<file path="src/rtl/linear_mac.sv">
// rtl/linear_mac.sv - sequential fixed-point linear layer (y = x*W + b) using one multiplier and one accumulator
module linear_mac #(
    parameter int INPUT_SIZE  = 4,
    parameter int OUTPUT_SIZE = 4,
    parameter int COUNT       = 1,
    parameter int DATA_W      = 32,
    parameter int FRAC_BITS   = 16,
    parameter int ACC_W       = 2*DATA_W + $clog2(INPUT_SIZE) + 1
) (
    input  logic                     clk,
    input  logic                     rst,
    input  logic                     enable,
    input  logic                     relu_en,
    input  logic signed [DATA_W-1:0] data_in  [COUNT][INPUT_SIZE],
    input  logic signed [DATA_W-1:0] weights  [INPUT_SIZE][OUTPUT_SIZE],
    input  logic signed [DATA_W-1:0] biases   [COUNT][OUTPUT_SIZE],
    output logic signed [DATA_W-1:0] data_out [COUNT][OUTPUT_SIZE],
    output logic                     busy,
    output logic                     done
);

    localparam int IW = (INPUT_SIZE  > 1) ? $clog2(INPUT_SIZE)  : 1;
    localparam int OW = (OUTPUT_SIZE > 1) ? $clog2(OUTPUT_SIZE) : 1;
    localparam int RW = (COUNT       > 1) ? $clog2(COUNT)       : 1;

    localparam logic [IW-1:0] I_LAST = IW'(INPUT_SIZE - 1);
    localparam logic [OW-1:0] O_LAST = OW'(OUTPUT_SIZE - 1);
    localparam logic [RW-1:0] R_LAST = RW'(COUNT - 1);

    localparam logic signed [ACC_W-1:0] SAT_MAX = {{(ACC_W-DATA_W+1){1'b0}}, {(DATA_W-1){1'b1}}};
    localparam logic signed [ACC_W-1:0] SAT_MIN = {{(ACC_W-DATA_W+1){1'b1}}, {(DATA_W-1){1'b0}}};

    typedef enum logic [1:0] {
        S_IDLE,
        S_MAC,
        S_WRITE,
        S_DONE
    } state_t;

    state_t                    r_state;
    logic [IW-1:0]             r_i;
    logic [OW-1:0]             r_o;
    logic [RW-1:0]             r_r;
    logic signed [ACC_W-1:0]   r_acc;
    logic                      r_relu;
    logic                      r_busy;
    logic                      r_done;
    logic signed [DATA_W-1:0]  r_snap_in [COUNT][INPUT_SIZE];
    logic signed [DATA_W-1:0]  r_snap_w  [INPUT_SIZE][OUTPUT_SIZE];
    logic signed [DATA_W-1:0]  r_snap_b  [COUNT][OUTPUT_SIZE];
    logic signed [DATA_W-1:0]  r_out     [COUNT][OUTPUT_SIZE];

    logic signed [2*DATA_W-1:0] w_prod;
    logic signed [ACC_W-1:0]    w_shift;
    logic signed [DATA_W-1:0]   w_sat;
    logic signed [DATA_W-1:0]   w_result;
    logic                       w_last_o;
    logic                       w_last_r;
    logic [OW-1:0]              w_next_o;
    logic [RW-1:0]              w_next_r;

    // Bias enters the accumulator already aligned to the product's 2*FRAC_BITS scale.
    function automatic logic signed [ACC_W-1:0] bias_ext(input logic signed [DATA_W-1:0] b);
        logic signed [ACC_W-1:0] t;
        t = ACC_W'(b);
        return t <<< FRAC_BITS;
    endfunction

    assign w_prod   = r_snap_in[r_r][r_i] * r_snap_w[r_i][r_o];
    assign w_shift  = r_acc >>> FRAC_BITS;
    assign w_last_o = (r_o == O_LAST);
    assign w_last_r = (r_r == R_LAST);
    assign w_next_o = w_last_o ? '0 : r_o + 1'b1;
    // Row index stays put on the final entry so the bias lookup never leaves the array.
    assign w_next_r = (w_last_o && !w_last_r) ? r_r + 1'b1 : r_r;

    always_comb begin
        w_sat = w_shift[DATA_W-1:0];
        if (w_shift > SAT_MAX) begin
            w_sat = SAT_MAX[DATA_W-1:0];
        end else if (w_shift < SAT_MIN) begin
            w_sat = SAT_MIN[DATA_W-1:0];
        end
        w_result = (r_relu && w_sat[DATA_W-1]) ? '0 : w_sat;
    end

    always_ff @(posedge clk) begin
        if (rst) begin
            r_state <= S_IDLE;
            r_i     <= '0;
            r_o     <= '0;
            r_r     <= '0;
            r_acc   <= '0;
            r_relu  <= 1'b0;
            r_busy  <= 1'b0;
            r_done  <= 1'b0;
            for (int r = 0; r < COUNT; r++) begin
                for (int o = 0; o < OUTPUT_SIZE; o++) begin
                    r_out[r][o] <= '0;
                end
            end
        end else begin
            case (r_state)
                S_IDLE: begin
                    if (enable) begin
                        r_snap_in <= data_in;
                        r_snap_w  <= weights;
                        r_snap_b  <= biases;
                        r_relu    <= relu_en;
                        r_i       <= '0;
                        r_o       <= '0;
                        r_r       <= '0;
                        r_acc     <= bias_ext(biases[0][0]);
                        r_busy    <= 1'b1;
                        r_state   <= S_MAC;
                    end
                end
                S_MAC: begin
                    if (!enable) begin
                        r_busy  <= 1'b0;
                        r_state <= S_IDLE;
                    end else begin
                        r_acc <= r_acc + ACC_W'(w_prod);
                        if (r_i == I_LAST) begin
                            r_state <= S_WRITE;
                        end else begin
                            r_i <= r_i + 1'b1;
                        end
                    end
                end
                S_WRITE: begin
                    if (!enable) begin
                        r_busy  <= 1'b0;
                        r_state <= S_IDLE;
                    end else begin
                        r_out[r_r][r_o] <= w_result;
                        r_o   <= w_next_o;
                        r_r   <= w_next_r;
                        r_i   <= '0;
                        r_acc <= bias_ext(r_snap_b[w_next_r][w_next_o]);
                        if (w_last_o && w_last_r) begin
                            r_busy  <= 1'b0;
                            r_done  <= 1'b1;
                            r_state <= S_DONE;
                        end else begin
                            r_state <= S_MAC;
                        end
                    end
                end
                S_DONE: begin
                    if (!enable) begin
                        r_done  <= 1'b0;
                        r_state <= S_IDLE;
                    end
                end
                default: begin
                    r_busy  <= 1'b0;
                    r_done  <= 1'b0;
                    r_state <= S_IDLE;
                end
            endcase
        end
    end

    assign data_out = r_out;
    assign busy     = r_busy;
    assign done     = r_done;

endmodule

</file>
<file path="config.mk">
export PLATFORM = sky130hd
export DESIGN_NAME = linear_mac
export DESIGN_NICKNAME = d
export VERILOG_FILES = /design/src/rtl/linear_mac.sv
export SDC_FILE = /design/constraint.sdc
export NUM_CORES = 2
export LEC_CHECK = 0
export BUFFER_PORTS_ARGS = -buffer_cell sky130_fd_sc_hd__buf_2
export CELL_PAD_IN_SITES_DETAIL_PLACEMENT = 1
export CELL_PAD_IN_SITES_GLOBAL_PLACEMENT = 1
export CORE_MARGIN = 5
export CORE_UTILIZATION = 49
export CTS_BUF_LIST = sky130_fd_sc_hd__clkbuf_2
export DETAILED_ROUTE_END_ITERATION = 6
export PLACE_DENSITY_LB_ADDON = 0.1
export SLEW_MARGIN = 20
export SYNTH_ARGS = -nofsm -noshare
export SYNTH_HDL_FRONTEND = slang
export SYNTH_SLANG_ARGS = --single-unit
</file>
<file path="constraint.sdc">
create_clock -name clk -period 55.1 [get_ports clk]
set_clock_uncertainty 0.15 [all_clocks]
set_input_delay 5.51 -clock clk [delete_from_list [all_inputs] [get_ports clk]]
set_output_delay 5.51 -clock clk [all_outputs]
set_load 0.005 [all_outputs]
</file>
==> results.sh <==
export IMPL_path_clk_slew_ns=0.11
export IMPL_portBuffers=901
export IMPL_worstRegToRegCells=35
export IMPL_start_util_pct=49.2
export IMPL_pre_cts_ws_ns=42.51
export IMPL_grt_pass1_vias=63700
export IMPL_fin_nets=9991
export IMPL_drv_cap=0
export IMPL_cp_max_fo=49
export IMPL_whs_ns=0.305
export IMPL_cts_buffers=276
export IMPL_ctsResizeCount=0
export IMPL_slowest_stage="buf_4"
export IMPL_post_dp_hpwl_um=213000
export IMPL_hp_class="reg -> reg"
export IMPL_synthesis_nets=9050
export IMPL_synth_edf_count=768
export IMPL_synth_seq_area_share_pct=35.0
export IMPL_max_freq_mhz=79.2
export IMPL_clock_sinks=973
export IMPL_vias_per_cell=5.57
export IMPL_holdBufCountCts=0
export IMPL_postLayoutCoreUtil_pct=55.0
export IMPL_core_area_um2=158000
export IMPL_cp_common_cell="fa_1"
export IMPL_cts_tree="yes"
export IMPL_avgRoutedWirePerCell_um=27.0
export IMPL_synth_ff_type="edfxtp_1"
export IMPL_drive_above_1_share_pct=21.5
export IMPL_arrival_ns=13.96
export IMPL_grt_max_degree=161
export IMPL_drc=0
export IMPL_grt_ovfl_total=0
export IMPL_rows=146
export IMPL_synth_ff_latch_count=973
export IMPL_async_reset_ff_share_pct=0
export IMPL_rrSetupSlack_ns=42.48
export IMPL_reg2reg_to="r_acc[46]"
export IMPL_ioPinCount=902
export IMPL_place_gp_congestion=0.900
export IMPL_wl_um=271000
export IMPL_syn_cell_area_um2=77700
export IMPL_setup_tns_final_ns=0
export IMPL_dieArea_um2=167000
export IMPL_worst_pin_slew_ns=1.22
export IMPL_antenna_found_initial=75
export IMPL_min_to="data_out[127]"
export IMPL_start_kind="flip-flop"
export IMPL_yosysWarningCount=0
export IMPL_holdCritStartpoint="data_out[127]"
export IMPL_cp_end_kind="flip-flop"
export IMPL_synthCells=6802
export IMPL_fin_ws_ns=42.48
export IMPL_h_tree_depth=5
export IMPL_finalSetupViolCount=0
export IMPL_num_vias=56000
export IMPL_clk_latency_ns=1.78
export IMPL_cts_setup_buffers=0
export IMPL_cts_buffer_depth=4
export IMPL_hold_violations=0
export IMPL_critical_path_class="reg -> reg"
export IMPL_cp_required_ns=56.44
export IMPL_synth_distinct_cells=84
export IMPL_slew_headroom_pct=19.0
export IMPL_die_w_um=408
export IMPL_rr_startpoint="r_i[0]"
export IMPL_grtUsageTotal_pct=32.6
export IMPL_whs_path_depth=2
export IMPL_drv_slew=0
export IMPL_final_common_cell="inv_1"
export IMPL_drt_first_pass_iters=6
export IMPL_status="completed"
export IMPL_grt_pass1_wl_um=400000
export IMPL_ant_nets=0
export IMPL_final_cell_mix="1296 x inv_1, 1243 x fa_1, 980 x nand2_1"
export IMPL_syn_area_per_cell_um2=11.4
export IMPL_finalCritPeriodShare_pct=22.9
export IMPL_period_needed_ns=12.62
export IMPL_critPathMaxStageDelay_ns=0.77
export IMPL_path_buf_inv=13
export IMPL_root_buffer="clkbuf_2"
export IMPL_syn2layout_area_growth_pct=11.9
export IMPL_drtIter0Drc=3995
export IMPL_die_h_um=408
export IMPL_rsz0062_at_grt="false"
export IMPL_critical_path_top_delay_family="adder cells"
-- registers in the layout, summed over array words and instances, names as in the netlist --
name,cells
r_snap_w,512
r_i,2
done,1
r_snap_b,128
data_out,128
r_snap_in,128
busy,1
r_state,2
r_r,1
r_o,2
r_acc,67
r_relu,1
-- through the flow --
| stage | std cells | area (µm²) |
|---|---|---|
| 2_1_floorplan | 6802 | 77700 |
| 3_3_place_gp | 9534 | 84300 |
| 3_5_place_dp | 9537 | 84400 |
| 4_1_cts | 9987 | 86700 |
| 5_1_grt | 10000 | 86900 |
| 6_report | 10100 | 86900 |
-- cells in the mapped netlist, drive strengths merged (32+ instances only) --
cell | instances | area (µm²)
inv | 1300 | 4880
fa | 1243 | 24900
nand2 | 981 | 3680
edfxtp | 768 | 23100
nor2 | 511 | 1920
a21oi | 289 | 1450
ha | 233 | 2920
clkbuf | 212 | 797
dfxtp | 205 | 4100
mux4 | 178 | 4010
buf | 137 | 686
o21ai | 129 | 679
and2 | 105 | 658
xnor2 | 46 | 403
o21a | 42 | 315
nand3 | 41 | 205
a21o | 38 | 287
mux2i | 38 | 380
mux2 | 32 | 360
-- layout make-up --
class / count / area, µm²
inverters: 1301 / 4880
diodes: 63 / 158
well taps: 2072 / 2590
flip-flops and latches: 973 / 27200
fillers: 17200 / 71100
multi-input cells: 4179 / 44400
repair buffers: 1012 / 5410
clock buffers: 382 / 1910
clock inverters: 68 / 408
-- worst max-delay path by stage --
stage                      start          end  slack, ns  depth (start not counted)
after floorplan              rst  r_snap_b[0]      15.13                          4
after global placement    r_i[0]    r_acc[46]      42.56                         32
after detailed placement  r_i[0]    r_acc[46]      42.51                         32
after CTS                 r_i[0]    r_acc[37]      42.41                         32
after global routing      r_i[0]    r_acc[62]      41.81                         35
final                     r_i[0]    r_acc[46]      42.48                         35
-- logic make-up after synthesis --
family	share of synthesized area [%]
compound gates	4.85
xor+xnor	0.710
fa+ha+maj	35.8
buf+inv	8.19
flops	35.0
mux	6.11
simple gates	9.39
-- worst register-to-register path, delay by kind of cell, from the launching register on --
kind | cells | cell delay (ns)
buffers and inverters | 13 | 4.11
flip-flops | 1 | 0.49
XOR/XNOR | 1 | 0.36
multiplexers | 1 | 0.45
AO/OA/AOI/OAI | 5 | 1.45
AND/OR/NAND/NOR | 6 | 1.03
adder cells (fa/ha/maj) | 9 | 4.44
-- routing by layer --
metal / track usage [%] / vias up / routed length, µm
li1: - / 23500 / -
met1: 37.3 / 29500 / 95100
met2: 57.8 / 2225 / 143000
met3: 6.27 / 689 / 17100
met4: 17.4 / 26 / 16200
met5: 0 / - / 149
Power is left out: the tool's default activity adds up to more than one toggle a clock period on the data nets, which glitch-free logic cannot reach.
